--- src/rtl/halo_exchange_controller.sv ---
// halo_exchange_controller
// Runs the halo-exchange phase for one channel group. It sends local halo
// partial sums to the eight neighbour tiles and buffers incoming neighbour
// writes in eight 2-entry FIFOs. The FIFOs drain round-robin into the
// accumulator-buffer accumulate port. cycle_done pulses once everything has
// been sent, every neighbour has reported done, and all FIFOs are empty.
module halo_exchange_controller #(
    parameter int  TILE_SIZE      = 128,
    parameter int  NEIGHBOR_COUNT = 8,
    localparam int CW             = $clog2(TILE_SIZE)
) (
    input  logic                      clk,
    input  logic                      reset,
    input  logic                      channel_group_done,
    input  logic                      halo_empty,
    input  logic                      out_valid,
    output logic                      out_ready,
    input  logic [2:0]                out_neighbor,
    input  logic [CW-1:0]             out_row,
    input  logic [CW-1:0]             out_column,
    input  logic [7:0]                out_value,
    input  logic                      out_last,
    input  logic [NEIGHBOR_COUNT-1:0] neighbor_cts,
    output logic [7:0]                neighbor_output_value        [NEIGHBOR_COUNT],
    output logic [CW-1:0]             neighbor_output_row          [NEIGHBOR_COUNT],
    output logic [CW-1:0]             neighbor_output_column       [NEIGHBOR_COUNT],
    output logic [NEIGHBOR_COUNT-1:0] neighbor_output_write_enable,
    input  logic [7:0]                neighbor_input_value         [NEIGHBOR_COUNT],
    input  logic [CW-1:0]             neighbor_input_row           [NEIGHBOR_COUNT],
    input  logic [CW-1:0]             neighbor_input_column        [NEIGHBOR_COUNT],
    input  logic [NEIGHBOR_COUNT-1:0] neighbor_input_write_enable,
    input  logic [NEIGHBOR_COUNT-1:0] neighbor_exchange_done,
    output logic                      clear_to_send,
    output logic                      exchange_done,
    output logic                      buf_valid,
    input  logic                      buf_ready,
    output logic [CW-1:0]             buf_row,
    output logic [CW-1:0]             buf_column,
    output logic [7:0]                buf_value,
    output logic                      cycle_done,
    output logic                      exchange_error
);

    localparam int IDW = 3;

    typedef enum logic [1:0] {IDLE, SEND, WAIT, FINISH} state_t;

    state_t state_reg;

    logic           handshake;
    logic           pop_en;
    logic           grant_valid;
    logic [IDW-1:0] grant;
    logic [IDW-1:0] rr_reg;
    logic           fifos_ok;
    logic           all_drained;

    logic [NEIGHBOR_COUNT-1:0]         push;
    logic [NEIGHBOR_COUNT-1:0]         pop;
    logic [NEIGHBOR_COUNT-1:0]         drop;
    logic [NEIGHBOR_COUNT-1:0]         nonempty;
    logic [NEIGHBOR_COUNT-1:0]         count_le1;
    logic [NEIGHBOR_COUNT-1:0][CW-1:0] head_row;
    logic [NEIGHBOR_COUNT-1:0][CW-1:0] head_column;
    logic [NEIGHBOR_COUNT-1:0][7:0]    head_value;

    // Outgoing stream is only accepted while sending, and only when the
    // addressed neighbour can take a write this cycle.
    assign out_ready = (state_reg == SEND) && neighbor_cts[out_neighbor];
    assign handshake = out_valid && out_ready;

    // clear_to_send is registered, so it must look at the next-state counts.
    // That way a neighbour that saw it high can still write without overflow.
    assign fifos_ok    = &count_le1;
    assign all_drained = (&neighbor_exchange_done) && !(|nonempty);

    // Phase sequencer with registered status outputs.
    always_ff @(posedge clk or posedge reset) begin
        if (reset) begin
            state_reg     <= IDLE;
            exchange_done <= 1'b0;
            clear_to_send <= 1'b0;
            cycle_done    <= 1'b0;
        end else begin
            cycle_done <= 1'b0;
            case (state_reg)
                IDLE: begin
                    clear_to_send <= channel_group_done && fifos_ok;
                    if (channel_group_done) begin
                        if (halo_empty) begin
                            state_reg     <= WAIT;
                            exchange_done <= 1'b1;
                        end else begin
                            state_reg <= SEND;
                        end
                    end
                end
                SEND: begin
                    clear_to_send <= fifos_ok;
                    if (handshake && out_last) begin
                        state_reg     <= WAIT;
                        exchange_done <= 1'b1;
                    end
                end
                WAIT: begin
                    clear_to_send <= fifos_ok;
                    if (all_drained) begin
                        state_reg  <= FINISH;
                        cycle_done <= 1'b1;
                    end
                end
                default: begin
                    state_reg     <= IDLE;
                    exchange_done <= 1'b0;
                    clear_to_send <= 1'b0;
                end
            endcase
        end
    end

    // Neighbour write ports: only the addressed port is updated, and its enable pulses for one cycle.
    always_ff @(posedge clk or posedge reset) begin
        if (reset) begin
            for (int i = 0; i < NEIGHBOR_COUNT; i++) begin
                neighbor_output_value[i]  <= '0;
                neighbor_output_row[i]    <= '0;
                neighbor_output_column[i] <= '0;
            end
            neighbor_output_write_enable <= '0;
        end else begin
            neighbor_output_write_enable <= '0;
            if (handshake) begin
                neighbor_output_write_enable[out_neighbor] <= 1'b1;
                neighbor_output_value[out_neighbor]        <= out_value;
                neighbor_output_row[out_neighbor]          <= out_row;
                neighbor_output_column[out_neighbor]       <= out_column;
            end
        end
    end

    // Per-neighbour 2-entry FIFOs. A write that arrives while the FIFO is
    // full, or while the tile is idle, is dropped and flagged as an error.
    for (genvar gi = 0; gi < NEIGHBOR_COUNT; gi++) begin : g_fifo
        logic [CW-1:0] row_mem    [2];
        logic [CW-1:0] column_mem [2];
        logic [7:0]    value_mem  [2];
        logic          wr_ptr_reg;
        logic          rd_ptr_reg;
        logic [1:0]    count_reg;
        logic [1:0]    count_next;

        assign push[gi]        = neighbor_input_write_enable[gi] && (state_reg != IDLE)
                                 && (count_reg != 2'd2);
        assign drop[gi]        = neighbor_input_write_enable[gi] && !push[gi];
        assign pop[gi]         = pop_en && (grant == IDW'(gi));
        assign nonempty[gi]    = (count_reg != 2'd0);
        assign count_le1[gi]   = ~count_next[1];
        assign head_row[gi]    = row_mem[rd_ptr_reg];
        assign head_column[gi] = column_mem[rd_ptr_reg];
        assign head_value[gi]  = value_mem[rd_ptr_reg];

        // Occupancy after this cycle's push/pop; a simultaneous push and pop leaves it unchanged.
        always_comb begin
            count_next = count_reg;
            if (push[gi] && !pop[gi]) begin
                count_next = count_reg + 2'd1;
            end else if (pop[gi] && !push[gi]) begin
                count_next = count_reg - 2'd1;
            end
        end

        // Entry storage; contents are don't-care until the count covers them.
        always_ff @(posedge clk) begin
            if (push[gi]) begin
                row_mem[wr_ptr_reg]    <= neighbor_input_row[gi];
                column_mem[wr_ptr_reg] <= neighbor_input_column[gi];
                value_mem[wr_ptr_reg]  <= neighbor_input_value[gi];
            end
        end

        // Pointer and count bookkeeping; reset flushes the FIFO.
        always_ff @(posedge clk or posedge reset) begin
            if (reset) begin
                wr_ptr_reg <= 1'b0;
                rd_ptr_reg <= 1'b0;
                count_reg  <= 2'd0;
            end else begin
                if (push[gi]) begin
                    wr_ptr_reg <= ~wr_ptr_reg;
                end
                if (pop[gi]) begin
                    rd_ptr_reg <= ~rd_ptr_reg;
                end
                count_reg <= count_next;
            end
        end
    end

    // Round-robin grant: the first non-empty FIFO at or after rr, wrapping at eight.
    always_comb begin
        logic [IDW-1:0] idx;
        idx         = '0;
        grant_valid = 1'b0;
        grant       = '0;
        for (int k = 0; k < NEIGHBOR_COUNT; k++) begin
            idx = rr_reg + IDW'(k);
            if (!grant_valid && nonempty[idx]) begin
                grant_valid = 1'b1;
                grant       = idx;
            end
        end
    end

    assign pop_en     = grant_valid && buf_ready;
    assign buf_valid  = grant_valid;
    assign buf_row    = grant_valid ? head_row[grant]    : '0;
    assign buf_column = grant_valid ? head_column[grant] : '0;
    assign buf_value  = grant_valid ? head_value[grant]  : '0;

    // Arbiter pointer advances past the served FIFO; the error flag is sticky until reset.
    always_ff @(posedge clk or posedge reset) begin
        if (reset) begin
            rr_reg         <= '0;
            exchange_error <= 1'b0;
        end else begin
            if (pop_en) begin
                rr_reg <= grant + IDW'(1);
            end
            if (|drop) begin
                exchange_error <= 1'b1;
            end
        end
    end

endmodule
--- config.mk ---
export PLATFORM = sky130hd
export DESIGN_NAME = halo_exchange_controller
export DESIGN_NICKNAME = d
export VERILOG_FILES = /design/src/rtl/halo_exchange_controller.sv
export SDC_FILE = /design/constraint.sdc
export NUM_CORES = 1
export LEC_CHECK = 0
export CORE_UTILIZATION = 34
export DETAILED_ROUTE_END_ITERATION = 8
export PLACE_DENSITY = 0.55
export SYNTH_ARGS = -nofsm -noshare
export SYNTH_HDL_FRONTEND = slang
export SYNTH_SLANG_ARGS = --single-unit
--- constraint.sdc ---
create_clock -name clk -period 16.2 [get_ports clk]
set_input_delay 1.62 -clock clk [delete_from_list [all_inputs] [get_ports clk]]
set_output_delay 1.62 -clock clk [all_outputs]
set_load 0.005 [all_outputs]
# After elaboration in Yosys (flattened, before gate mapping)
# Memory sizes are Yosys's and may differ from the RTL's.
# Cells that the tools add are included.
[totals]
mem_bits_rw = 352
word_cells = 381
mem_count = 24
inputBits = 232
ff_bits = 225
[memory_table]
columns = ["name", "depth", "word_bits", "read_ports", "rd_clocked_by_memory_dff", "write_ports", "line_no", "text"]
rows = [
  ["g_fifo[0].value_mem", 2, 8, 1, 0, 1, "146", "logic [7:0] value_mem [2];"],
  ["g_fifo[1].value_mem", 2, 8, 1, 0, 1, "146", ""],
  ["g_fifo[2].value_mem", 2, 8, 1, 0, 1, "146", ""],
  ["g_fifo[3].value_mem", 2, 8, 1, 0, 1, "146", ""],
  ["g_fifo[4].value_mem", 2, 8, 1, 0, 1, "146", ""],
  ["g_fifo[5].value_mem", 2, 8, 1, 0, 1, "146", ""],
  ["+18 memories", "n/a", "n/a", "n/a", "n/a", "n/a", "n/a", ""],
]
[classes]
order_cmp = 13
muxes = 97
n_bitwise = 26
n_reduce_logical = 113
n_eq_ne = 21
add_sub_neg = 24
[op_table]
columns = ["cell", "count"]
rows = [
  ["bitwise mux 56 bit", 2],
  ["bitwise mux 64 bit", 1],
  ["logical AND 1 bit", 63],
  ["binary-select mux 7 bit (select 3 bit)", 2],
  ["less-than comparator 3 x 4 -> 1 bit, second input constant", 10],
  ["two-way mux 2 bit", 20],
  ["two-way mux 1 bit", 39],
  ["two-way mux 7 bit", 5],
  ["nonzero test 2 bit", 17],
  ["two-way mux 8 bit", 4],
  ["binary-select mux 1 bit (select 3 bit)", 9],
  ["inverter 1 bit", 25],
  ["binary-select mux 8 bit (select 3 bit)", 1],
  ["demux 8 bit (select 3 bit)", 1],
  ["zero test 1 bit", 24],
  ["two-way mux 3 bit", 8],
  ["!= test 2 bit, second input constant", 11],
  ["demux 7 bit (select 3 bit)", 1],
  ["adder 2 x 1 -> 2 bit, second input constant", 8],
  ["AND reduction 8 bit", 2],
  ["OR reduction 8 bit", 2],
  ["subtractor 2 x 1 -> 2 bit, second input constant", 8],
  ["adder 3 bit, second input constant", 4],
  ["== test 3 bit, second input constant", 4],
  ["20 further kinds", 23],
]

# Depth between registers and ports, before layout
[depth]
depth_word = 34
depth_mapped = 25
depth_no_buf = 19

# Worst setup path before layout
# No wires, ideal clock.
[synth_path]
path_type = "reg-to-output"
from = "reg rr_reg[1]"
to = "out buf_column[4]"
setup_slack_ns = 10.742
n_path_buf = 5
arrival_time_ns = 3.838
stages_incl_launch_ff = 16
path_cell_list = "dfrtp_1 buf_2 buf_2 inv_1 ha_1 buf_2 mux4_2 mux2i_1 nand2_1 a221o_1 a31o_1 a21oi_4 buf_6 buf_2 a21oi_1 a221o_1"
[synth_via]
elab_chain_len = 27
elab_cells_between_ends = 56
cone_classes = "7 x add/sub; 35 x mux; 14 x reduce/logical"
[synth_rtl]
columns = ["element", "line_no", "text"]
rows = [
  ["from (decl)", "54", "logic [IDW-1:0] rr_reg;"],
  ["from (signal assigned)", "227", "rr_reg <= grant + IDW'(1);"],
  ["parallel branches: the longest is 26 deep, another holds adder 3 x 1 -> 3 bit", "n/a", ""],
  ["two-way mux 7 bit (*)", "217", "assign buf_column = grant_valid ? head_column[grant] : '0;"],
  ["to (decl)", "38", "output logic [CW-1:0] buf_column,"],
]
# Mark *: on every way between the ends. The select of a mux whose other input is x is not followed.

# Final worst setup path
[layout_path]
from = "reg rr_reg[1]"
to = "out buf_column[0]"
# The elaborated chain is that of the path after synthesis.

==> results.json <==
{
  "status": "complete, no violations",
  "initial_antenna_violation_count": 22,
  "cellLeakagePower_nw": 12.6,
  "rows": 98,
  "p_seq_share_pct": 25.6,
  "crit_arrival_ns": 7.47,
  "hold_class": "register to register",
  "share_clk_of_total_power_pct": 18.2,
  "start_util_pct": 34.4,
  "flow.area_growth_from_synthesis_pct": 31.6,
  "cts.reportedPaths.clkPinSlew_ns": 0.06,
  "clk_latency_ns": 0.61,
  "fp.coreArea_mm2": 0.0715,
  "max_fclk_mhz": 110,
  "synth_ff_type": "edfxtp_1",
  "largest_reg_flops": 128,
  "irDropWorstVdd_mv": 0.321,
  "post_synth_num_cell_types": 60,
  "p_per_area_mw_per_mm2": 260,
  "required_time_reported_for_the_critical_path_endpoint_ns": 14.58,
  "yosysSeqAreaShare_pct": 65.9,
  "pin_count": 444,
  "crit_path_max_fanout": 69,
  "numCtsBuffers": 67,
  "setup_repair_bufs_after_cts": 0,
  "syn-cell-area_mm2": 0.0246,
  "grt_pass1_vias": 16337,
  "crit_path_end_kind": "output port",
  "post-route-drc-count": 0,
  "htree_levels": 3,
  "synth_enable_flop_cells": 352,
  "drv_cap": 0,
  "final_weighted_congestion_in_routability_driven_placement": 0.849,
  "setup_tns_ns": 0,
  "root_buffer": "clkbuf_16",
  "worst_clock_skew_ns": 0.0254,
  "tightest_slew_margin_relative_to_the_limit_pct": 21.0,
  "p_sw_share_pct": 42.3,
  "ys_ff_latch": 577,
  "biggestRegsByFlops": "g_fifo.value_mem: 128 flops, g_fifo.column_mem: 112 flops, g_fifo.row_mem: 112 flops",
  "timing.setup.critical_path_class": "register to output port",
  "port-buffer-count": 443,
  "timing.final.crit_period_ns": 9.09,
  "unrepaired_setup_endpoints_after_global_routing": "false",
  "netlist_instances": 1679,
  "vias": 15784,
  "power_frac_comb_pct": 56.2,
  "first_drt_iteration_drcs": 967,
  "drt_pass1_iterations": 7,
  "asyncSetResetFlopFracSynth_pct": 39.0,
  "layout_worst_path_cycle_share_pct": 56.1,
  "p_int_mw": 4.86,
  "die_y_um": 271,
  "critical_path.startpoint_type": "register",
  "drive_gt1_share_pct": 18.1,
  "ys_warn_count": 0,
  "post-layout-total-power_mw": 8.42,
  "setup-violations-final": 0,
  "via_per_inst": 5.03,
  "maximum_number_of_pins_on_one_net_before_global_route_repair": 95,
  "clock_net_sink_count": 577,
  "die_w_um": 271,
  "routed_wl_um": 80400,
  "syn-num-nets": 1959,
  "final_antenna_net_count": 0,
  "tritoncts": "built",
  "slew_violations": 0,
  "tightest_slew_ns": 1.19,
  "grt.overflow.total": 0,
  "dp_hpwl_um": 59400,
  "synthesis.area_per_instance_um2": 14.6,
  "floorplan.die_area_mm2": 0.0734,
  "hold_violations": 0,
  "fin_nets": 2410,
  "ctsResizeCount": 0,
  "grt_pass1_wl_um": 115000,
  "routed_wirelength_normalized_by_instance_count_um": 25.6,
  "max_flop_register": "g_fifo.value_mem",
  "switchingPower_mw": 3.56,
  "postCtsHoldBufs": 0,
  "grt_usage_pct": 21.7,
  "cts_buffer_depth": 3
}
==> cell usage after synthesis, types with 24 or more instances <==
library cell,number,area [um2]
inv_1,44,165
mux2i_1,102,1020
nand2_1,152,571
a21oi_1,57,285
o21ai_0,63,315
ha_1,48,601
nor2_1,35,131
edfxtp_1,352,10600
a221o_1,25,250
o22ai_1,24,150
buf_2,24,120
clkbuf_1,64,240
dfrtp_1,225,5630
nor2b_1,48,300
a211oi_1,44,330
mux2_2,206,2320
==> final cells by class <==
type	instances	area (um2)
sequential	577	16200
inverter	45	176
timing repair buffer	479	4700
tap	950	1190
clock buffer	92	1840
antenna	6	15.0
multi-input combinational	960	7830
fill	6396	39100
clock inverter	29	400
==> power groups by stage <==
stage / Sequential, mW / Clock (mW) / Combinational (mW)
global placement: 2.17 / 0 / 4.72
detailed placement: 2.18 / 0 / 4.73
global route: 2.20 / 1.63 / 5.07
floorplan: 2.12 / 0 / 2.58
CTS: 2.16 / 1.58 / 4.77
finish: 2.16 / 1.53 / 4.73
==> per-layer routing <==
metal,global-route usage [%],wire (um),vias up
met3,7.03,6500,116
li1,-,-,7167
met4,6.26,2010,10
met1,25.5,31500,7970
met2,37.7,40400,521
met5,0,68,-
==> path summary, 6_finish.rpt <==
check | from | endpoint | slack (ns) | cells past startpoint
max | rr_reg[1] | buf_column[0] | 7.11 | 13
min | neighbor_output_value[63] | neighbor_output_value[63] | 0.48 | 2
max reg2reg | rr_reg[1] | clear_to_send | 9.14 | 19
min reg2reg | neighbor_output_value[63] | neighbor_output_value[63] | 0.48 | 2
max in group asynchronous | reset | cycle_done | 13.25 | 3
min in group asynchronous | reset | neighbor_output_row[4] | 1.50 | 2
==> cell families (layout without fill, tap and decap cells) <==
kind of cell | after synthesis | count (layout) | synth area share (%)
other | 0 | 6 | 0
adder cells (fa/ha/maj) | 48 | 48 | 2.44
AND/OR/NAND/NOR | 312 | 312 | 6.20
AO/OA/AOI/OAI | 251 | 251 | 6.77
buffers and inverters | 142 | 645 | 2.46
flip-flops | 577 | 577 | 65.9
multiplexers | 329 | 329 | 15.5
XOR/XNOR | 20 | 20 | 0.743
==> cell usage in the layout, fill, tap and decap left out, drive strengths merged, types with 7 or more instances in the layout <==
cell	Yosys	final
clkbuf	64	92
and2	12	12
bufinv	0	7
nand2	153	153
nor2	35	35
ha	48	48
clkdlybuf4s50	0	443
or3b	9	9
a221o	25	25
a21oi	59	59
nand2b	7	7
a211oi	44	44
buf	33	36
edfxtp	352	352
mux2i	103	103
nor2b	48	48
mux4	20	20
clkinv	0	17
xnor2	16	16
mux2	206	206
o22ai	24	24
nor3	13	13
o21ai	64	64
inv	45	49
dfrtp	225	225
==> stage by stage <==
stage               hold WS [ns]  std cells  area [um2]  worst slack (ns)  utilization [%]
floorplan                  0.460       1679       24600              8.42                -
global placement           0.459       3011       30100              7.84             42.1
detailed placement         0.465       3011       30100              7.77             42.1
CTS                        0.479       3132       32300              7.06             45.2
global route               0.503       3135       32300              6.66             45.3
finish                     0.478       3138       32400              7.11             45.3
==> worst max-delay path: stages, from the launching register on <==
cell and delay [ns]:
dfrtp_1 0.91, inv_1 0.23, ha_1 0.84, mux4_2 0.66
mux2i_1 0.44, nand2_1 0.11, a221o_1 0.32, a31o_1 0.26
a21oi_4 0.68, buf_4 0.72, or2_2 0.62, o22ai_1 0.14
a221o_1 0.41, clkdlybuf4s50_1 0.48
Power figures use the tool's default switching activity.
